==> config.mk <==
export PLATFORM = sky130hd
export DESIGN_NAME = hack_cpu_mc
export DESIGN_NICKNAME = d
export VERILOG_FILES = /design/src/rtl/hack_pkg.sv /design/src/rtl/hack_alu_p.sv /design/src/rtl/hack_cpu_mc.sv
export SDC_FILE = /design/constraint.sdc
export NUM_CORES = 1
export LEC_CHECK = 0
export ABC_AREA = 1
export BUFFER_PORTS_ARGS = -buffer_cell sky130_fd_sc_hd__buf_2
export CORE_MARGIN = 2
export CORE_UTILIZATION = 30
export DETAILED_ROUTE_END_ITERATION = 8
export SLEW_MARGIN = 20
export SYNTH_ARGS = -nofsm -noshare
export SYNTH_HDL_FRONTEND = slang
export SYNTH_SLANG_ARGS = --single-unit
==> constraint.sdc <==
create_clock -name clk -period 3.3 [get_ports clk]
set_input_delay 0.66 -clock clk [delete_from_list [all_inputs] [get_ports clk]]
set_output_delay 0.66 -clock clk [all_outputs]
set_load 0.05 [all_outputs]
==> src/rtl/hack_pkg.sv <==
// -----------------------------------------------------------------------------
// hack_pkg
// Shared definitions for the multi-cycle Hack CPU:
//   - state_e      : control FSM states (FETCH, EXEC, MEM_RD, MEM_WR)
//   - field indices: bit positions of the C-instruction fields (low 13 bits)
//   - jump_taken() : Hack jump condition from j1..j3 and the ALU flags
// -----------------------------------------------------------------------------
package hack_pkg;

   typedef enum logic [1:0] {
      FETCH  = 2'd0,
      EXEC   = 2'd1,
      MEM_RD = 2'd2,
      MEM_WR = 2'd3
   } state_e;

   // C-instruction fields always live in the low 13 bits, whatever WIDTH is.
   localparam int A_BIT = 12;  // a: y operand is M instead of A
   localparam int C_HI  = 11;  // c1..c6 = inst[11:6] (zx,nx,zy,ny,f,no)
   localparam int D_A   = 5;   // d1: write A
   localparam int D_D   = 4;   // d2: write D
   localparam int D_M   = 3;   // d3: write M
   localparam int J_LT  = 2;   // j1: jump if out < 0
   localparam int J_EQ  = 1;   // j2: jump if out == 0
   localparam int J_GT  = 0;   // j3: jump if out > 0

   function automatic logic jump_taken(input logic [2:0] j,
                                       input logic       zr,
                                       input logic       ng);
      return (j[J_LT] & ng) | (j[J_EQ] & zr) | (j[J_GT] & ~ng & ~zr);
   endfunction

endpackage

==> src/rtl/hack_alu_p.sv <==
// -----------------------------------------------------------------------------
// hack_alu_p
// Combinational Hack ALU at a parametrised width.
// Ports:
//   x_i    [WIDTH-1:0]  x operand (D register)
//   y_i    [WIDTH-1:0]  y operand (A register or M read data)
//   ctrl_i [5:0]        {zx, nx, zy, ny, f, no}
//   out_o  [WIDTH-1:0]  result
//   zr_o                result is zero
//   ng_o                result is negative (MSB set)
// -----------------------------------------------------------------------------
module hack_alu_p #(
   parameter int WIDTH = 16
) (
   input  logic [WIDTH-1:0] x_i,
   input  logic [WIDTH-1:0] y_i,
   input  logic [5:0]       ctrl_i,
   output logic [WIDTH-1:0] out_o,
   output logic             zr_o,
   output logic             ng_o
);

   logic zx, nx, zy, ny, f, no;
   logic [WIDTH-1:0] x_z, x_n, y_z, y_n, f_out;

   assign {zx, nx, zy, ny, f, no} = ctrl_i;

   assign x_z   = zx ? '0 : x_i;
   assign x_n   = nx ? ~x_z : x_z;
   assign y_z   = zy ? '0 : y_i;
   assign y_n   = ny ? ~y_z : y_z;
   assign f_out = f ? (x_n + y_n) : (x_n & y_n);
   assign out_o = no ? ~f_out : f_out;

   assign zr_o = (out_o == '0);
   assign ng_o = out_o[WIDTH-1];

endmodule

==> src/rtl/hack_cpu_mc.sv <==
// -----------------------------------------------------------------------------
// hack_cpu_mc
// Multi-cycle Hack CPU with req/ready instruction and data memory ports.
// Ports:
//   clk, reset                 clock (rising edge), synchronous active-low reset
//   imem_req/addr              fetch request, address (= pc)
//   imem_ready/rdata           fetch completion and instruction word
//   dmem_req/we/addr/wdata     data access request, direction, address, data
//   dmem_ready/rdata           access completion and read data
//   pc                         current program counter
//   retire                     one-cycle pulse when an instruction completes
//
// Handshake: a requester raises req together with stable addr/we/wdata and
// holds all of them unchanged until the cycle in which ready is seen high;
// that cycle completes the transfer. req never drops before ready (only a
// reset may abandon a request). ready while req is low is ignored.
//
// Memory-side outputs are registered and computed from the next state, so
// they come out low during reset and the first fetch appears in the cycle
// after reset is released. retire is combinational so it marks the exact
// cycle in which an instruction completes.
// -----------------------------------------------------------------------------
module hack_cpu_mc
   import hack_pkg::*;
#(
   parameter int WIDTH  = 16,
   parameter int ADDR_W = 15
) (
   input  logic              clk,
   input  logic              reset,
   output logic              imem_req,
   output logic [ADDR_W-1:0] imem_addr,
   input  logic              imem_ready,
   input  logic [WIDTH-1:0]  imem_rdata,
   output logic              dmem_req,
   output logic              dmem_we,
   output logic [ADDR_W-1:0] dmem_addr,
   output logic [WIDTH-1:0]  dmem_wdata,
   input  logic              dmem_ready,
   input  logic [WIDTH-1:0]  dmem_rdata,
   output logic [ADDR_W-1:0] pc,
   output logic              retire
);

   localparam logic [ADDR_W-1:0] PC_ONE = {{(ADDR_W-1){1'b0}}, 1'b1};

   state_e             state_q, state_d;
   logic [WIDTH-1:0]   ir_q, ir_d;
   logic [WIDTH-1:0]   a_q, a_d;
   logic [WIDTH-1:0]   d_q, d_d;
   logic [ADDR_W-1:0]  pc_q, pc_d;
   logic               imem_req_q, imem_req_d;
   logic               dmem_req_q, dmem_req_d;
   logic               dmem_we_q, dmem_we_d;
   logic [ADDR_W-1:0]  dmem_addr_q, dmem_addr_d;
   logic [WIDTH-1:0]   dmem_wdata_q, dmem_wdata_d;
   logic               retire_c;
   logic               commit;

   logic               is_c;
   logic               a_sel;
   logic [WIDTH-1:0]   alu_y;
   logic [WIDTH-1:0]   alu_out;
   logic               alu_zr, alu_ng;
   logic               jump;
   logic [ADDR_W-1:0]  pc_inc;

   assign is_c   = ir_q[WIDTH-1];
   assign a_sel  = ir_q[A_BIT];
   // In MEM_RD the y operand is the read data; a_q is only selected when a=0.
   assign alu_y  = a_sel ? dmem_rdata : a_q;
   assign jump   = jump_taken(ir_q[J_LT:J_GT], alu_zr, alu_ng);
   assign pc_inc = pc_q + PC_ONE;  // wraps naturally at 2^ADDR_W

   hack_alu_p #(.WIDTH(WIDTH)) u_alu (
      .x_i    (d_q),
      .y_i    (alu_y),
      .ctrl_i (ir_q[C_HI -: 6]),
      .out_o  (alu_out),
      .zr_o   (alu_zr),
      .ng_o   (alu_ng)
   );

   // Next-state, register updates and retire.
   always_comb begin
      state_d  = state_q;
      ir_d     = ir_q;
      a_d      = a_q;
      d_d      = d_q;
      pc_d     = pc_q;
      retire_c = 1'b0;
      commit   = 1'b0;

      case (state_q)
         FETCH: begin
            if (imem_req_q && imem_ready) begin
               ir_d    = imem_rdata;
               state_d = EXEC;
            end
         end
         EXEC: begin
            if (!is_c) begin
               a_d      = {1'b0, ir_q[WIDTH-2:0]};
               pc_d     = pc_inc;
               retire_c = 1'b1;
               state_d  = FETCH;
            end else if (a_sel) begin
               state_d = MEM_RD;
            end else begin
               commit = 1'b1;
            end
         end
         MEM_RD: begin
            if (dmem_req_q && dmem_ready) commit = 1'b1;
         end
         MEM_WR: begin
            if (dmem_req_q && dmem_ready) begin
               retire_c = 1'b1;
               state_d  = FETCH;
            end
         end
         default: state_d = FETCH;
      endcase

      // C-instruction completion: a_q is still the pre-instruction A here,
      // so the jump target and the M address both see the old value.
      if (commit) begin
         if (ir_q[D_A]) a_d = alu_out;
         if (ir_q[D_D]) d_d = alu_out;
         pc_d = jump ? a_q[ADDR_W-1:0] : pc_inc;
         if (ir_q[D_M]) begin
            state_d = MEM_WR;
         end else begin
            retire_c = 1'b1;
            state_d  = FETCH;
         end
      end
   end

   // Memory-side outputs, derived from the state being entered.
   always_comb begin
      imem_req_d   = (state_d == FETCH);
      dmem_req_d   = (state_d == MEM_RD) || (state_d == MEM_WR);
      dmem_we_d    = (state_d == MEM_WR);
      dmem_addr_d  = dmem_addr_q;
      dmem_wdata_d = dmem_wdata_q;
      // Address/data are captured only on entry to a data state and then
      // held, which keeps them stable for the whole request.
      if (dmem_req_d && (state_d != state_q)) dmem_addr_d = a_q[ADDR_W-1:0];
      if ((state_d == MEM_WR) && (state_q != MEM_WR)) dmem_wdata_d = alu_out;
   end

   always_ff @(posedge clk) begin
      if (!reset) begin
         state_q      <= FETCH;
         ir_q         <= '0;
         a_q          <= '0;
         d_q          <= '0;
         pc_q         <= '0;
         imem_req_q   <= 1'b0;
         dmem_req_q   <= 1'b0;
         dmem_we_q    <= 1'b0;
         dmem_addr_q  <= '0;
         dmem_wdata_q <= '0;
      end else begin
         state_q      <= state_d;
         ir_q         <= ir_d;
         a_q          <= a_d;
         d_q          <= d_d;
         pc_q         <= pc_d;
         imem_req_q   <= imem_req_d;
         dmem_req_q   <= dmem_req_d;
         dmem_we_q    <= dmem_we_d;
         dmem_addr_q  <= dmem_addr_d;
         dmem_wdata_q <= dmem_wdata_d;
      end
   end

   assign imem_req   = imem_req_q;
   assign imem_addr  = pc_q;
   assign dmem_req   = dmem_req_q;
   assign dmem_we    = dmem_we_q;
   assign dmem_addr  = dmem_addr_q;
   assign dmem_wdata = dmem_wdata_q;
   assign pc         = pc_q;
   assign retire     = retire_c;

endmodule

**After elaboration in Yosys (flattened, before gate mapping)**

Cells that the tools add are included.

- Flip-flop bits (word level): 99
- Bits in latches: 0
- RAM bits: 0
- ROM bits: 0
- Input port bits: 36
- Output and inout port bits: 65
- Word-level logic and storage cells: 74
- Memories kept: 0

- Add/sub/neg operators: 2
- Multiply operators: 0
- Divide/modulo/power cells: 0
- Order comparisons: 0
- Equality and inequality tests: 8
- Shifts and indexed selects: 0
- Mux-type cells: 30
- Bitwise gates (word level): 12
- Reductions and logical operators: 12

Operators with widths:

| cell | count |
|---|---|
| 2-to-1 mux 16 bit | 11 |
| 2-to-1 mux 15 bit | 4 |
| inverter 16 bit | 3 |
| adder 16 bit | 1 |
| bitwise AND 16 bit | 1 |
| zero test 16 bit | 1 |
| adder 15 x 1 -> 15 bit, second input constant | 1 |
| 2-to-1 mux 2 bit | 6 |
| == test 2 bit, second input constant | 4 |
| 2-to-1 mux 1 bit | 6 |
| case mux 2 bit (3 select lines) | 1 |
| AND reduction 2 bit | 3 |
| bitwise AND 1 bit | 4 |
| logical AND 1 bit | 4 |
| zero test 2 bit | 2 |
| case mux 1 bit (2 select lines) | 2 |
| == test 2 x 1 -> 1 bit, second input constant | 1 |
| != test 2 x 1 -> 1 bit, second input constant | 1 |
| != test 2 bit | 1 |
| != test 2 bit, second input constant | 1 |
| inverter 1 bit | 2 |
| OR 1 bit | 2 |
| nonzero test 2 bit | 1 |
| logical OR 1 bit | 1 |

**Longest topological paths before layout**

- Word-level depth: 14
- Gate-level depth with buffers: 27
- Depth with buffers taken out: 25

**Hierarchy**

From an unflattened synthesis, not the netlist that was laid out.

- Cell total of the unflattened synthesis: 1,098
- Area, all modules: 6,896.6 sq um

Modules (own cells, without submodules):

| module | times used | cells each | area each (sq um) | seq. area each (sq um) |
|---|---|---|---|---|
| hack_cpu_mc | 1 | 679 | 4,807.1 | 1,981.9 |
| hack_alu_p | 1 | 419 | 2,089.5 | 0.0 |

**Least setup slack after synthesis**

Ideal clock, no wire load.

- Path kind: register -> register
- From: register ir_q[10]
- To: register pc_q[0] (netlist: imem_addr[0])
- Library setup time: 0.120 ns
- Arrival time: 3.334 ns
- Data required time: 3.180 ns
- Path slack: -0.154 ns
- Stages on the path, launching flop included: 25
- Path buffers: 3
- Period minus slack after synthesis: 3.454 ns
- Cells stage by stage: dfxtp_1 > clkbuf_1 > clkbuf_1 > xor2_1 > inv_1 > fa_1 > nand2_2 > nand2_1 > nand3_1 > nand2_1 > nand2_1 > nand3_1 > nand3_1 > nand3_1 > nand2_1 > nand2_2 > nor2_4 > nand3_1 > nand2_2 > nand3_4 > nand2_4 > buf_6 > nand2_1 > o21ai_1 > a21oi_1

- Longest elaborated chain between the ends: 11
- Elaborated cells between the ends (all ways): 17
- Those cells by class: 1 x add/sub; 5 x mux; 10 x bitwise; 1 x reduce/logical

RTL lines:

| element | RTL line | source |
|---|---|---|
| start, declared | hack_cpu_mc.sv:48 | `logic [WIDTH-1:0] ir_q, ir_d;` |
| start signal, assigned | hack_cpu_mc.sv:167 | `ir_q <= ir_d;` |
| 2-to-1 mux 16 bit (*) | hack_alu_p.sv:29 | `assign x_n = nx ? ~x_z : x_z;` |
| adder 16 bit / bitwise AND 16 bit (equally long branches) | hack_alu_p.sv:32 | `assign f_out = f ? (x_n + y_n) : (x_n & y_n);` |
| 2-to-1 mux 16 bit (*) | hack_alu_p.sv:32 |  |
| inverter 16 bit | hack_alu_p.sv:33 | `assign out_o = no ? ~f_out : f_out;` |
| 2-to-1 mux 16 bit (*) | hack_alu_p.sv:33 |  |
| zero test 16 bit / inverter 1 bit (equally long branches) | hack_alu_p.sv:35, hack_pkg.sv:30 |  |
| bitwise AND 1 bit / inverter 1 bit (equally long branches) | hack_pkg.sv:30 | `return (j[J_LT] & ng) \| (j[J_EQ] & zr) \| (j[J_GT] & ~ng & ~zr);` |
| OR 1 bit / bitwise AND 1 bit (equally long branches) | hack_pkg.sv:30 |  |
| OR 1 bit (*) | hack_pkg.sv:30 |  |
| 2-to-1 mux 15 bit (*) | hack_cpu_mc.sv:130 | `pc_d = jump ? a_q[ADDR_W-1:0] : pc_inc;` |
| 2-to-1 mux 15 bit (*) | hack_cpu_mc.sv:127 | `if (commit) begin` |
| end signal, assigned | hack_cpu_mc.sv:170 | `pc_q <= pc_d;` |
| end, declared | hack_cpu_mc.sv:51 | `logic [ADDR_W-1:0] pc_q, pc_d;` |

Mark *: on every way between the ends. The rest lies on a longest branch, timed or not.
A chain may end at the register's enable or synchronous reset.

**Worst setup path in the final report**

- From: register ir_q[12]
- To: register pc_q[6] (netlist: imem_addr[6])

- Longest elaborated chain between the ends: 14
- Elaborated cells between the ends (all ways): 26
- Those cells by class: 1 x add/sub; 1 x eq/ne; 10 x mux; 11 x bitwise; 3 x reduce/logical

RTL lines:

| element | RTL line | source |
|---|---|---|
| 2-to-1 mux 16 bit | hack_cpu_mc.sv:71 | `assign alu_y = a_sel ? dmem_rdata : a_q;` |
| 2-to-1 mux 16 bit | hack_alu_p.sv:30 | `assign y_z = zy ? '0 : y_i;` |
| inverter 16 bit | hack_alu_p.sv:31 | `assign y_n = ny ? ~y_z : y_z;` |
| 2-to-1 mux 16 bit | hack_alu_p.sv:31 |  |
| adder 16 bit / bitwise AND 16 bit (equally long branches) | hack_alu_p.sv:32 |  |
| 2-to-1 mux 16 bit | hack_alu_p.sv:32 |  |
| inverter 16 bit | hack_alu_p.sv:33 |  |
| 2-to-1 mux 16 bit | hack_alu_p.sv:33 |  |
| zero test 16 bit / inverter 1 bit (equally long branches) | hack_alu_p.sv:35, hack_pkg.sv:30 |  |
| bitwise AND 1 bit / inverter 1 bit (equally long branches) | hack_pkg.sv:30 |  |
| OR 1 bit / bitwise AND 1 bit (equally long branches) | hack_pkg.sv:30 |  |
| OR 1 bit | hack_pkg.sv:30 |  |
| 2-to-1 mux 15 bit | hack_cpu_mc.sv:130 |  |
| 2-to-1 mux 15 bit | hack_cpu_mc.sv:127 |  |

Parallel ways exist; a longest one is shown, timed or not.

==> impl_metrics.yaml <==
drt:
  wl_per_cell_um: 15.5
  final_antenna_net_count: 0
  vias: 7103
  routed_wirelength_um: 22300
  via_per_inst: 4.94
  drtPass1Iterations: 5
  drc: 0
  drt_iter0_markers: 563
outcome:
  outcome: "finished with violations"
  violations: "negative setup slack"
layout:
  layout-drive-gt1-share_pct: 34.6
  final_cell_mix: "nand2_1 (173), inv_1 (141), buf_2 (100)"
  layout_commonest_cell: "nand2_1"
  fin_area_um2: 9060
  finalNetCount: 1218
  n_antenna_cell: 0
  area_growth_pct: 39.6
cts:
  clk_pin_slew_ps: 70
  cts_tree: "done"
  worst_skew_pair.late_latency_ps: 350
  h-tree-depth: 3
  clockRootBuffer: "clkbuf_16"
  clock-sinks: 99
  ctsHoldBuffers: 0
  cts-buffers-inserted: 9
  cts.path.max_buffers: 2
yosys:
  synth.area.mux_share_pct: 0
  synth_fa_ha_area_share_pct: 4.55
  synth-edff-count: 0
  syn_inst: 1001
  yosys.area_share.xor_xnor_pct: 6.08
  yosysWarnings: 0
  synth-simple-area-share_pct: 26.3
  avgSynthCellArea_um2: 6.48
  syn_nets: 1060
  synth_top_family_by_area: "simple AND/OR/NAND/NOR gates"
  synthArstFlopShare_pct: 0
  synth_seq_cells: 99
  seq_area_frac_synth_pct: 30.5
  synth_compound_area_share_pct: 18.8
  synth_ff_type: "dfxtp_1"
  syn_area_um2: 6490
  synth_cell_types: 37
floorplan:
  die-width_um: 151
  ios: 101
  dieArea_um2: 22800
  fp.dieH_um: 151
  rows: 53
  initial_core_util_pct: 30.7
  fp.coreArea_um2: 21200
worst_setup_path:
  path_class: "reg -> reg"
  endpoint_kind: "flop"
  max_stage_delay_ps: 350
  worstPathArrival_ps: 3670
  cp-start-kind: "flop"
  critPathMaxFanout: 6
  cpMostUsedCell: "nand2_1"
  crit_chain: "inv_4 > bufbuf_16 > buf_6 > o21ai_2 > xor2_1 > ha_2 > nor2_4 > a21oi_4 > buf_6 > nand2_2 > nand3_2 > nand2_1 > nand2_1 > nand2_2 > nand3_2 > nor3_4 > nand4_2 > nand3_4 > buf_12 > nand2_8 > nand2_1 > nand3_1 > a21oi_1"
  cp_slowest_cell: "dfxtp_2"
  cp.required_ps: 3570
timing:
  setup_violations: 15
  tightest_slew_ps: 785
  maxClockFrequency_mhz: 294
  hold_viol: 0
  slew_headroom_pct: 47.6
  fin_crit_ps: 3400
  hold_slack_ps: 464
  worst_slack_ps: -102
  rsz0062_at_grt: "true"
  fin_worst_skew_ps: 11.9
  drv_slew: 0
  period_share_pct: 103
power_and_ir_drop:
  ir_worst_vdd_mv: 0.261
  power_density_nw_per_um2: 442
  p_leak_uw: 0.00448
  power_uw: 4010
placed_design:
  io_buffer_count: 100
  dpl-instance-area_um2: 7740
  gp_congestion: 0.928
  hpwl_um: 16200
global_routing:
  grt_use_total_pct: 19.0
  first_global_vias: 6304
  antenna_found_initial: 0
  grt_pass1_wl_um: 33500
  grt_max_degree: 37
  overflow: 0
job:
  cap_violations: 0
min_path:
  hold_class: "reg -> reg"
## what timing repair did
action	in CTS	in global routing
setup endpoints to repair	15	15
setup buffers	9	6
resized for setup	94	127
pin swaps	43	53
gates cloned	2	2
## critical path, delay by kind of cell (launching register included)
family	cells	cell delay [ps]
AO/OA/AOI/OAI	3	350
buffers and inverters	5	730
flip-flops	1	350
XOR/XNOR	1	190
AND/OR/NAND/NOR	13	1330
adder cells (fa/ha/maj)	1	350
## per-stage QoR
step | util (%) | TNS (ps) | std cells | setup slack, ps
after floorplan | - | 0 | 1001 | 4.27
after global placement | 36.6 | -4690 | 1405 | -352
after detailed placement | 36.6 | -4250 | 1405 | -305
after CTS | 39.9 | -388 | 1432 | -64.7
after global routing | 42.8 | -3580 | 1439 | -262
final | 42.8 | -1110 | 1439 | -102
## worst paths after layout
path	from	endpoint	slack, ps	cells after the start
worst min-delay path	ir_q[14]$_SDFFE_PN0P_	ir_q[14]$_SDFFE_PN0P_	460	2
worst max register to register	ir_q[12]$_SDFFE_PN0P_	imem_addr[6]$_SDFFE_PN0P_	-100	23
worst min register to register	ir_q[14]$_SDFFE_PN0P_	ir_q[14]$_SDFFE_PN0P_	460	2
worst max-delay path	ir_q[12]$_SDFFE_PN0P_	imem_addr[6]$_SDFFE_PN0P_	-100	23
## Yosys cell counts, types with 4 or more instances
| cell type | instances | area, µm² |
|---|---|---|
| nor2_1 | 50 | 188 |
| nand2_1 | 227 | 852 |
| inv_1 | 148 | 556 |
| buf_4 | 16 | 120 |
| dfxtp_1 | 99 | 1980 |
| xor2_1 | 42 | 368 |
| a21oi_1 | 84 | 420 |
| nand3_1 | 88 | 440 |
| nand4_1 | 4 | 25.0 |
| nand2_2 | 8 | 50.1 |
| ha_1 | 22 | 275 |
| nor3_1 | 5 | 25.0 |
| clkbuf_1 | 35 | 131 |
| buf_2 | 8 | 40.0 |
| o21ai_1 | 7 | 35.0 |
| o211ai_1 | 34 | 255 |
| o21ai_0 | 92 | 460 |
## cell type report
type	count	area (µm²)
well taps	275	344
clock inverters	5	60.1
flip-flops and latches	99	1990
repair buffers	208	1420
inverters	151	569
clock buffers	11	243
multi-input cells	690	4430
fillers	2111	12100
## sequential cells by signal, indices dropped and copies added, names as in the netlist, 2 cells and up
register / cells
dmem_addr: 15
ir_q: 16
state_q: 2
imem_addr: 15
dmem_wdata: 16
d_q: 16
a_q: 16
## where the power goes
| group | switching, µW | internal [µW] |
|---|---|---|
| clock | 471 | 612 |
| combinational | 1000 | 635 |
| sequential | 46.9 | 1240 |
| total | 1520 | 2490 |
## logic make-up after synthesis
kind of cell / Yosys count
flip-flops: 99
XOR/XNOR: 45
AND/OR/NAND/NOR: 397
buffers and inverters: 214
AO/OA/AOI/OAI: 223
adder cells (fa/ha/maj): 23
## routing by layer
| metal | vias to the layer above | share of wire, % | track usage, % |
|---|---|---|---|
| met4 | 0 | 3.0 | 5.75 |
| met5 | - | 0 | 0 |
| met3 | 51 | 7.2 | 3.25 |
| met1 | 3232 | 47 | 27.5 |
| met2 | 287 | 43 | 28.6 |
| li1 | 3533 | - | - |
(Power assumes the default switching activity.)
